[src/rtl/register_scoreboard.sv]
// register_scoreboard
//   Issue-side scoreboard for the Read stage. Holds one decoded instruction,
//   tracks outstanding writes per architectural register and only lets the
//   held instruction read the register file once its sources have no
//   pending writer.
//
//   state | meaning
//   ------+---------------------------------------------------------------
//   EMPTY | no instruction held; Decode may always hand one over
//   HELD  | one instruction held; waiting for hazards to clear and Read
//
//   Ports
//     clk, reset                 clock / async active-low reset
//     decValidIn, decReadyOut    Decode handshake
//     sourceReg{1,2}In/ValidIn   source fields of the offered instruction
//     destRegIn/ValidIn          primary destination
//     destRegisterSpecial*In     secondary destination (e.g. RDX for IMUL)
//     canReadOut, stallOut       drive Read canReadIn / stallIn
//     isReadSuccessfulIn         Read accepted the held instruction
//     wb*In                      two writeback release ports
//     flushIn                    pipeline flush
//     busyMaskOut                per-register "write pending" flags
//     stallCountOut              cycles spent with stallOut high (wraps)
//     underflowErrOut            sticky: writeback on an idle register
module register_scoreboard #(
   parameter int NUM_REGS = 16,
   parameter int CNT_W    = 2
) (
   input  logic                clk,
   input  logic                reset,
   input  logic                decValidIn,
   output logic                decReadyOut,
   input  logic [3:0]          sourceReg1In,
   input  logic [3:0]          sourceReg2In,
   input  logic                sourceReg1ValidIn,
   input  logic                sourceReg2ValidIn,
   input  logic [3:0]          destRegIn,
   input  logic                destRegValidIn,
   input  logic [3:0]          destRegisterSpecialIn,
   input  logic                destRegisterSpecialValidIn,
   output logic                canReadOut,
   output logic                stallOut,
   input  logic                isReadSuccessfulIn,
   input  logic                wbValidIn,
   input  logic [3:0]          wbRegIn,
   input  logic                wbSpecialValidIn,
   input  logic [3:0]          wbSpecialRegIn,
   input  logic                flushIn,
   output logic [NUM_REGS-1:0] busyMaskOut,
   output logic [31:0]         stallCountOut,
   output logic                underflowErrOut
);

   typedef enum logic {EMPTY = 1'b0, HELD = 1'b1} state_t;

   typedef struct packed {
      logic [3:0] src1;
      logic       src1_v;
      logic [3:0] src2;
      logic       src2_v;
      logic [3:0] dst;
      logic       dst_v;
      logic [3:0] spc;
      logic       spc_v;
   } instr_t;

   localparam logic [CNT_W-1:0] CNT_MAX = '1;

   state_t           state_q;
   instr_t           held_q;
   instr_t           instr_in;
   logic [CNT_W-1:0] cnt_q [NUM_REGS];
   logic [CNT_W-1:0] cnt_d [NUM_REGS];
   logic [CNT_W:0]   sum_w [NUM_REGS];
   logic [CNT_W:0]   dec_w [NUM_REGS];
   logic [31:0]      stall_cnt_q;
   logic             err_q;
   logic             underflow;
   logic             hazard;
   logic             issue;
   logic             accept;

   assign instr_in = '{src1: sourceReg1In, src1_v: sourceReg1ValidIn,
                       src2: sourceReg2In, src2_v: sourceReg2ValidIn,
                       dst: destRegIn, dst_v: destRegValidIn,
                       spc: destRegisterSpecialIn, spc_v: destRegisterSpecialValidIn};

   // A full destination counter also stalls, so an issue can never overflow.
   always_comb begin
      hazard = 1'b0;
      if (state_q == HELD) begin
         hazard = (held_q.src1_v && (cnt_q[held_q.src1] != '0)) ||
                  (held_q.src2_v && (cnt_q[held_q.src2] != '0)) ||
                  (held_q.dst_v  && (cnt_q[held_q.dst]  == CNT_MAX)) ||
                  (held_q.spc_v  && (cnt_q[held_q.spc]  == CNT_MAX));
      end
   end

   assign canReadOut      = (state_q == HELD) && !hazard && !flushIn;
   assign stallOut        = (state_q == HELD) && hazard;
   assign issue           = canReadOut && isReadSuccessfulIn;
   assign decReadyOut     = !flushIn && ((state_q == EMPTY) || issue);
   assign accept          = decValidIn && decReadyOut;
   assign stallCountOut   = stall_cnt_q;
   assign underflowErrOut = err_q;

   // Net per-register change: at most +1 from issue (dest == special counts
   // once), up to -2 from the two writeback ports; result clamps at zero.
   always_comb begin
      underflow = 1'b0;
      for (int r = 0; r < NUM_REGS; r++) begin
         sum_w[r] = {1'b0, cnt_q[r]} + (CNT_W+1)'(issue &&
                    ((held_q.dst_v && (held_q.dst == 4'(r))) ||
                     (held_q.spc_v && (held_q.spc == 4'(r)))));
         dec_w[r] = (CNT_W+1)'(wbValidIn && (wbRegIn == 4'(r))) +
                    (CNT_W+1)'(wbSpecialValidIn && (wbSpecialRegIn == 4'(r)));
         if (sum_w[r] < dec_w[r]) begin
            cnt_d[r]  = '0;
            underflow = 1'b1;
         end else begin
            cnt_d[r] = CNT_W'(sum_w[r] - dec_w[r]);
         end
      end
   end

   always_comb begin
      for (int r = 0; r < NUM_REGS; r++) begin
         busyMaskOut[r] = (cnt_q[r] != '0);
      end
   end

   always_ff @(posedge clk or negedge reset) begin
      if (!reset) begin
         state_q     <= EMPTY;
         held_q      <= '0;
         stall_cnt_q <= '0;
         err_q       <= 1'b0;
         for (int r = 0; r < NUM_REGS; r++) begin
            cnt_q[r] <= '0;
         end
      end else begin
         stall_cnt_q <= stall_cnt_q + 32'(stallOut);
         if (flushIn) begin
            state_q <= EMPTY;
            for (int r = 0; r < NUM_REGS; r++) begin
               cnt_q[r] <= '0;
            end
         end else begin
            err_q <= err_q | underflow;
            if (accept) begin
               state_q <= HELD;
               held_q  <= instr_in;
            end else if (issue) begin
               state_q <= EMPTY;
            end
            for (int r = 0; r < NUM_REGS; r++) begin
               cnt_q[r] <= cnt_d[r];
            end
         end
      end
   end

endmodule

[config.mk]
export PLATFORM = sky130hd
export DESIGN_NAME = register_scoreboard
export DESIGN_NICKNAME = d
export VERILOG_FILES = /design/src/rtl/register_scoreboard.sv
export SDC_FILE = /design/constraint.sdc
export NUM_CORES = 1
export LEC_CHECK = 0
export CAP_MARGIN = 10
export CORE_ASPECT_RATIO = 1.5
export CORE_MARGIN = 2
export CORE_UTILIZATION = 55
export DETAILED_ROUTE_END_ITERATION = 10
export PLACE_DENSITY = 0.79
export SLEW_MARGIN = 30
export SYNTH_ARGS = -nofsm -noshare
export SYNTH_HDL_FRONTEND = slang
export SYNTH_SLANG_ARGS = --single-unit
[constraint.sdc]
create_clock -name clk -period 7.6 [get_ports clk]
set_clock_uncertainty 0.2 [all_clocks]
set_input_delay 1.52 -clock clk [delete_from_list [all_inputs] [get_ports clk]]
set_output_delay 1.52 -clock clk [all_outputs]
set_load 0.02 [all_outputs]
* Word level (Yosys, flattened, before mapping)
Index checks and enable logic that the tools add are counted.
** Storage, ports and cells
- Register bits :: 86
- Input port bits :: 35
- Output and inout port bits :: 52
- Word-level logic and storage cells :: 350
** Cells by class
- Add/subtract/negate cells :: 49
- $lt $le $gt $ge :: 20
- Equality and inequality tests :: 62
- Muxes and demuxes :: 49
- Bitwise logic cells :: 7
- Reductions and logical operators :: 136
** Operator list (number)
- equality test 4 bit (second input constant) :: 32
- logical AND 1 bit :: 90
- equality test 4 x 3 -> 1 bit (second input constant) :: 16
- adder 2 x 1 -> 3 bit :: 16
- < comparator 3 x 2 -> 1 bit :: 16
- two-way mux 2 bit :: 24
- nonzero test 2 bit :: 18
- adder 1 x 1 -> 2 bit :: 16
- adder 32 x 1 -> 32 bit :: 1
- binary-select mux 2 bit (select 4 bit) :: 4
- equality test 4 x 2 -> 1 bit (second input constant) :: 8
- two-way mux 32 bit :: 1
- subtractor 2 bit :: 16
- >= comparator 5 bit (second input constant) :: 4
- logical OR 1 bit :: 20
- two-way mux 1 bit :: 20
- inverter 4 -> 5 bit :: 4
- equality test 4 x 1 -> 1 bit (second input constant) :: 4
- zero test 4 bit :: 4
- equality test 2 bit (second input constant) :: 2
- nonzero test 3 bit :: 1
- zero test 1 bit :: 2
- inverter 1 bit :: 2
- AND reduction 2 bit :: 1
- bitwise OR 1 bit :: 1

* Logic depth before layout (Yosys ltp)
- Word-level depth :: 34
- Gate-level depth with buffers :: 17

* Least setup slack after synthesis
No wires, ideal clock.
- Kind :: register to register
- From :: reg cnt_q[23] in the netlist's numbering
- To :: reg err_q (netlist: underflowErrOut)
- Library setup time :: 0.132 ns
- Arrival :: 4.307 ns
- Required time :: 7.268 ns
- Path slack :: 2.961 ns
- Cell stages (with the launch flop) :: 16
- Cell sequence :: dfrtp_1 > or2_1 > mux4_2 > a2111oi_2 > a211oi_2 > nor4_4 > nand4_2 > buf_6 > nor2_1 > ha_1 > inv_1 > fa_1 > o31a_1 > or4_1 > nor3b_1 > o21bai_1
** On the way
- Word-level cells in the longest chain between the ends :: 33
** RTL lines
- from (decl) :: RTL line 72 : logic [CNT_W-1:0] cnt_q [NUM_REGS];
- from (signal, indexed assignment) :: RTL line 157 : cnt_q[r] <= cnt_d[r];
- binary-select mux 2 bit (select 4 bit) (on tied branches) :: RTL line 92, 93
- two-way mux 2 bit (on tied branches) (2 in a row) :: RTL line 92, 93
- nonzero test 2 bit (on tied branches) :: RTL line 92, 93
- logical AND 1 bit (on tied branches) :: RTL line 92, 93
- logical OR 1 bit :: RTL line 92 : hazard = (held_q.src1_v && (cnt_q[held_q.src1] != '0)) ||
- logical OR 1 bit :: RTL line 93 : (held_q.src2_v && (cnt_q[held_q.src2] != '0)) ||
- logical OR 1 bit :: RTL line 94 : (held_q.dst_v && (cnt_q[held_q.dst] == CNT_MAX)) ||
- two-way mux 1 bit :: RTL line 91 : if (state_q == HELD) begin
- zero test 1 bit :: RTL line 99 : assign canReadOut = (state_q == HELD) && !hazard && !flushIn;
- logical AND 1 bit (2 in a row) :: RTL line 99
- logical AND 1 bit :: RTL line 101 : assign issue = canReadOut && isReadSuccessfulIn;
- logical AND 1 bit :: RTL line 112 : sum_w[r] = {1'b0, cnt_q[r]} + (CNT_W+1)'(issue &&
- adder 2 x 1 -> 3 bit :: RTL line 112
- < comparator 3 x 2 -> 1 bit :: RTL line 117 : if (sum_w[r] < dec_w[r]) begin
- two-way mux 1 bit (15 in a row) :: RTL line 117
- two-way mux 1 bit (*) :: RTL line 117
- bitwise OR 1 bit (*) :: RTL line 149 : err_q <= err_q | underflow;
- to (signal assigned) :: RTL line 149
- to (decl) :: RTL line 77 : logic err_q;
Every way passes the cells marked *; elsewhere a longest branch is shown, timed or not. The select of a mux whose other input is x is not followed.
A chain may end at the register's enable or synchronous reset.

* Final worst setup path
- From :: reg held_q[2] in the netlist's numbering
- To :: out decReadyOut
** On the way
- Word-level cells in the longest chain between the ends :: 14
** RTL lines
- from (decl) :: RTL line 70 : instr_t held_q;
- from (signal assigned) :: RTL line 152 : held_q <= instr_in;
- inverter 4 -> 5 bit (not written as such) :: RTL line 95 : (held_q.spc_v && (cnt_q[held_q.spc] == CNT_MAX));
- binary-select mux 2 bit (select 4 bit) :: RTL line 95
- two-way mux 2 bit (not written as such) (2 in a row) :: RTL line 95
- equality test 2 bit :: RTL line 95
- logical AND 1 bit :: RTL line 95
- logical OR 1 bit :: RTL line 94
- two-way mux 1 bit :: RTL line 91
- zero test 1 bit :: RTL line 99
- logical AND 1 bit (2 in a row) :: RTL line 99
- logical AND 1 bit :: RTL line 101
- logical OR 1 bit :: RTL line 102 : assign decReadyOut = !flushIn && ((state_q == EMPTY) || issue);
- logical AND 1 bit :: RTL line 102
- to (decl) :: RTL line 32 : output logic decReadyOut,
Every way passes these cells. The select of a mux whose other input is x is not followed.

==> metrics <==
result of the run complete, no violations; maximum cell stage delay along the critical path 0.69 ns; type of the setup path with the least slack reg -> out; switching share of power 34.6%; port bufs 86; sequential power share 42.7%; CP delay by family, top buffers and inverters; Int Power about 0.88 mW; vias in the first global route between 5,000 and 6,000; cell chosen for the clock root sky130_fd_sc_hd__clkbuf_16; routed vias/inst 6.20; height of the chip 140 um; number of nets in the synthesized netlist 760; GR Util met3 4.82%; Critical Path Sink Type output port; number of storage elements in the synthesis netlist 86; width of the chip 94.6 um; first-pass GRT wire length 29,400 um; Yosys top cell by area sky130_fd_sc_hd__dfrtp_1; worst-margin pin slew 0.802 ns; highest fanout seen on the critical path 21; pwr dens 170 nW/um2; Worst Hold Depth 1; clock buffer depth 2; post-place setup slack 2.17 ns; Hold Violations, Final 0; synthesis-to-finish area growth 16.8%; Die Area 13,200 um2; TritonCTS buffer count 9; Cell variety after synth 58; launch instance of the worst register-to-register path held_q[2]$_DFFE_PN0P_; latest clock arrival within the worst-skew pair between 0.3 and 0.4 ns; launch instance of the worst min-delay path stallCountOut[31]$_DFF_PN0_; switching power 0.465 mW; headroom to the max-slew limit 46.5%; cell-by-cell listing of the critical path mux4_2 > o211a_1 > a22o_2 > o21a_1 > nor4_4 > a31oi_4 > buf_4 > inv_1 > clkdlybuf4s50_1; cell type of the slowest stage on the worst timing path sky130_fd_sc_hd__dfrtp_1; total congestion overflow 0; clock tree from TritonCTS yes; buffer and inverter count on the worst path 3; most heavily used metal layer in global routing met2; detailed-routing iteration count for the pre-antenna-repair pass 5; Core ar. approximately 12,000 um2; number of instances resized during post-cts repair 0; Mapped Avg Cell Area 10.5 um2; number of I/O pins 87; worst reg2reg endpoint underflowErrOut$_DFFE_PN0N_; routed length per placed instance approximately 21 um; utilization after layout 65.8%; final slew viol count 0; minimum clock period after layout 5.54 ns; Comb pwr share 23.5%; capture endpoint of the worst hold path stallCountOut[31]$_DFF_PN0_; estimated wirelength of the detail-placed design about 14,000 um; effective utilization at floorplan 56.3%; Cell Area, Placed 7600 um2; minimum hold slack 0.274 ns; Clock Sinks between 80 and 90; async set-reset flop share out of synthesis 100%; critical path depth in cells 9; cell leakage power 3.53 nW; number of cells on the worst reg-to-reg path 14; total via count in the routed design 5,430; dominant cells by area after synthesis sky130_fd_sc_hd__dfrtp_1 32%, sky130_fd_sc_hd__ha_1 12%, sky130_fd_sc_hd__mux4_2 5.7%; number of buffers added to fix hold violations after cts 0; slack of the critical path 2.06 ns; antenna violations before repair 0; combined area of all synthesized cells around 6800 um2; share of the clock period used by the worst path after layout 72.9%; CP Launch Type register; number of instances in the synthesized netlist 643; final routed wirelength across all metal layers 18,300 um; sequential cell area fraction in the yosys report 31.8%; RSZ-0062 raised after global routing no; top achievable clock speed around 180 MHz; number of synthesized flops with an enable pin 0; largest voltage drop on the vdd net 0.109 mV; post-CTS setup buffer count 0; largest net degree at the start of global routing 87; synthesis warning total 0; Critical Path RT 5.88 ns; number of nets in the layout 835; # H-tree levels 3; Detail Route Antenna Nets 0; final instance area between 7000 and 8000 um2; Starting DRT DRC Count a little over 300; number of inserted diodes 0; flop-to-flop setup slack 2.19 ns; area share of the leading cell type in the synthesized netlist 31.8%; most common flop cell mapped by yosys sky130_fd_sc_hd__dfrtp_1; weighted congestion reported at the end of routability-driven placement 0.911; global routing usage on met1 33.2%; GRT Resource Usage Total 29.1%; post-route DRC violation count 0; clock edge transition at the registers on the reported setup and hold paths 0.07 ns; count of standard-cell rows 49; part of the power in the clock network 33.7%; Sum Neg Setup Slack 0 ns; class of the most critical hold timing path reg -> reg; number of maximum-capacitance constraint violations 0; Final setup violation count 0; layout cells sized above 1 11.6%; met2 Track Usage GR 50.4%; Arr. time, crit path 3.82 ns
## routing by layer
metal	up-vias	part of all wire [%]
met2	217	53
li1	2422	-
met5	-	0
met3	63	5.0
met1	2728	37
met4	0	5.7
## power groups by stage
stage | clock network (mW) | registers (mW) | logic (mW)
after floorplan | 0 | 0.544 | 0.248
after global placement | 0 | 0.578 | 0.304
after detailed placement | 0 | 0.579 | 0.313
after CTS | 0.458 | 0.572 | 0.316
after global routing | 0.474 | 0.580 | 0.338
final | 0.453 | 0.574 | 0.316
## placed cells by master, fill, tap and decap left out, types with 4 or more instances in the layout
cell type and n:
sky130_fd_sc_hd__xor2_1 5, sky130_fd_sc_hd__nand2b_1 5, sky130_fd_sc_hd__nand2_1 18, sky130_fd_sc_hd__o21ai_0 20, sky130_fd_sc_hd__nand3_1 20, sky130_fd_sc_hd__clkbuf_16 9
sky130_fd_sc_hd__or2_1 4, sky130_fd_sc_hd__inv_1 80, sky130_fd_sc_hd__o211a_1 4, sky130_fd_sc_hd__ha_1 66, sky130_fd_sc_hd__and3_1 13, sky130_fd_sc_hd__clkdlybuf4s50_1 85
sky130_fd_sc_hd__fa_1 16, sky130_fd_sc_hd__a22oi_1 12, sky130_fd_sc_hd__mux2i_1 4, sky130_fd_sc_hd__nor2_1 59, sky130_fd_sc_hd__nor3b_1 6, sky130_fd_sc_hd__dfrtp_1 86
sky130_fd_sc_hd__mux4_2 17, sky130_fd_sc_hd__a21oi_1 6, sky130_fd_sc_hd__or2_2 11, sky130_fd_sc_hd__o32ai_2 20, sky130_fd_sc_hd__mux4_1 5, sky130_fd_sc_hd__nand3b_1 4
sky130_fd_sc_hd__xnor2_1 41, sky130_fd_sc_hd__o31a_1 12, sky130_fd_sc_hd__nand4_1 7, sky130_fd_sc_hd__nor3_1 40
## sequential cells by signal, summed over array words and instances (netlist names)
| signal | flops |
|---|---|
| cnt_q | 32 |
| stallCountOut | 32 |
| held_q | 20 |
| underflowErrOut | 1 |
| state_q | 1 |
## Yosys cell counts, types with 7 or more instances
library cell	count
sky130_fd_sc_hd__a22oi_1	12
sky130_fd_sc_hd__and3_1	13
sky130_fd_sc_hd__clkbuf_8	8
sky130_fd_sc_hd__nor3_1	40
sky130_fd_sc_hd__nor2_1	59
sky130_fd_sc_hd__or2_2	11
sky130_fd_sc_hd__o31a_1	12
sky130_fd_sc_hd__o21ai_0	20
sky130_fd_sc_hd__inv_1	80
sky130_fd_sc_hd__dfrtp_1	86
sky130_fd_sc_hd__ha_1	66
sky130_fd_sc_hd__buf_6	7
sky130_fd_sc_hd__fa_1	16
sky130_fd_sc_hd__mux4_2	17
sky130_fd_sc_hd__nand3_1	20
sky130_fd_sc_hd__o32ai_2	20
sky130_fd_sc_hd__clkbuf_1	7
sky130_fd_sc_hd__nand2_1	18
sky130_fd_sc_hd__xnor2_1	41
sky130_fd_sc_hd__nand4_1	7
## cell families after synthesis
logic type | Yosys count | share of synthesized area, %
xor+xnor | 46 | 5.95
mux | 29 | 8.89
compound gates | 90 | 12.5
buf+inv | 105 | 8.03
flops | 86 | 31.8
simple gates | 205 | 15.9
fa+ha+maj | 82 | 16.9
## through the flow
stage          total power [mW]  instances
2_1_floorplan             0.792        643
3_3_place_gp              0.881        860
3_5_place_dp              0.892        860
4_1_cts                    1.35        876
5_1_grt                    1.39        876
6_report                   1.34        876
## layout make-up
class | instances | area [um2]
clock buffer | 9 | 225
clock inverter | 7 | 77.6
fill | 950 | 4110
inverter | 80 | 300
multi-input combinational | 452 | 4070
sequential | 86 | 2150
tap | 153 | 191
timing repair buffer | 89 | 885
## worst max path at each step
stage / from / end / slack (ns)
after floorplan: cnt_q[23]$_DFF_PN0_ / underflowErrOut$_DFFE_PN0N_ / 2.96
after detailed placement: flushIn / underflowErrOut$_DFFE_PN0N_ / 2.17
after global routing: held_q[2]$_DFFE_PN0P_ / decReadyOut / 1.93
after CTS: held_q[2]$_DFFE_PN0P_ / decReadyOut / 2.05
final: held_q[2]$_DFFE_PN0P_ / decReadyOut / 2.06
after global placement: flushIn / decReadyOut / 2.20
Power figures use the tool's default switching activity.
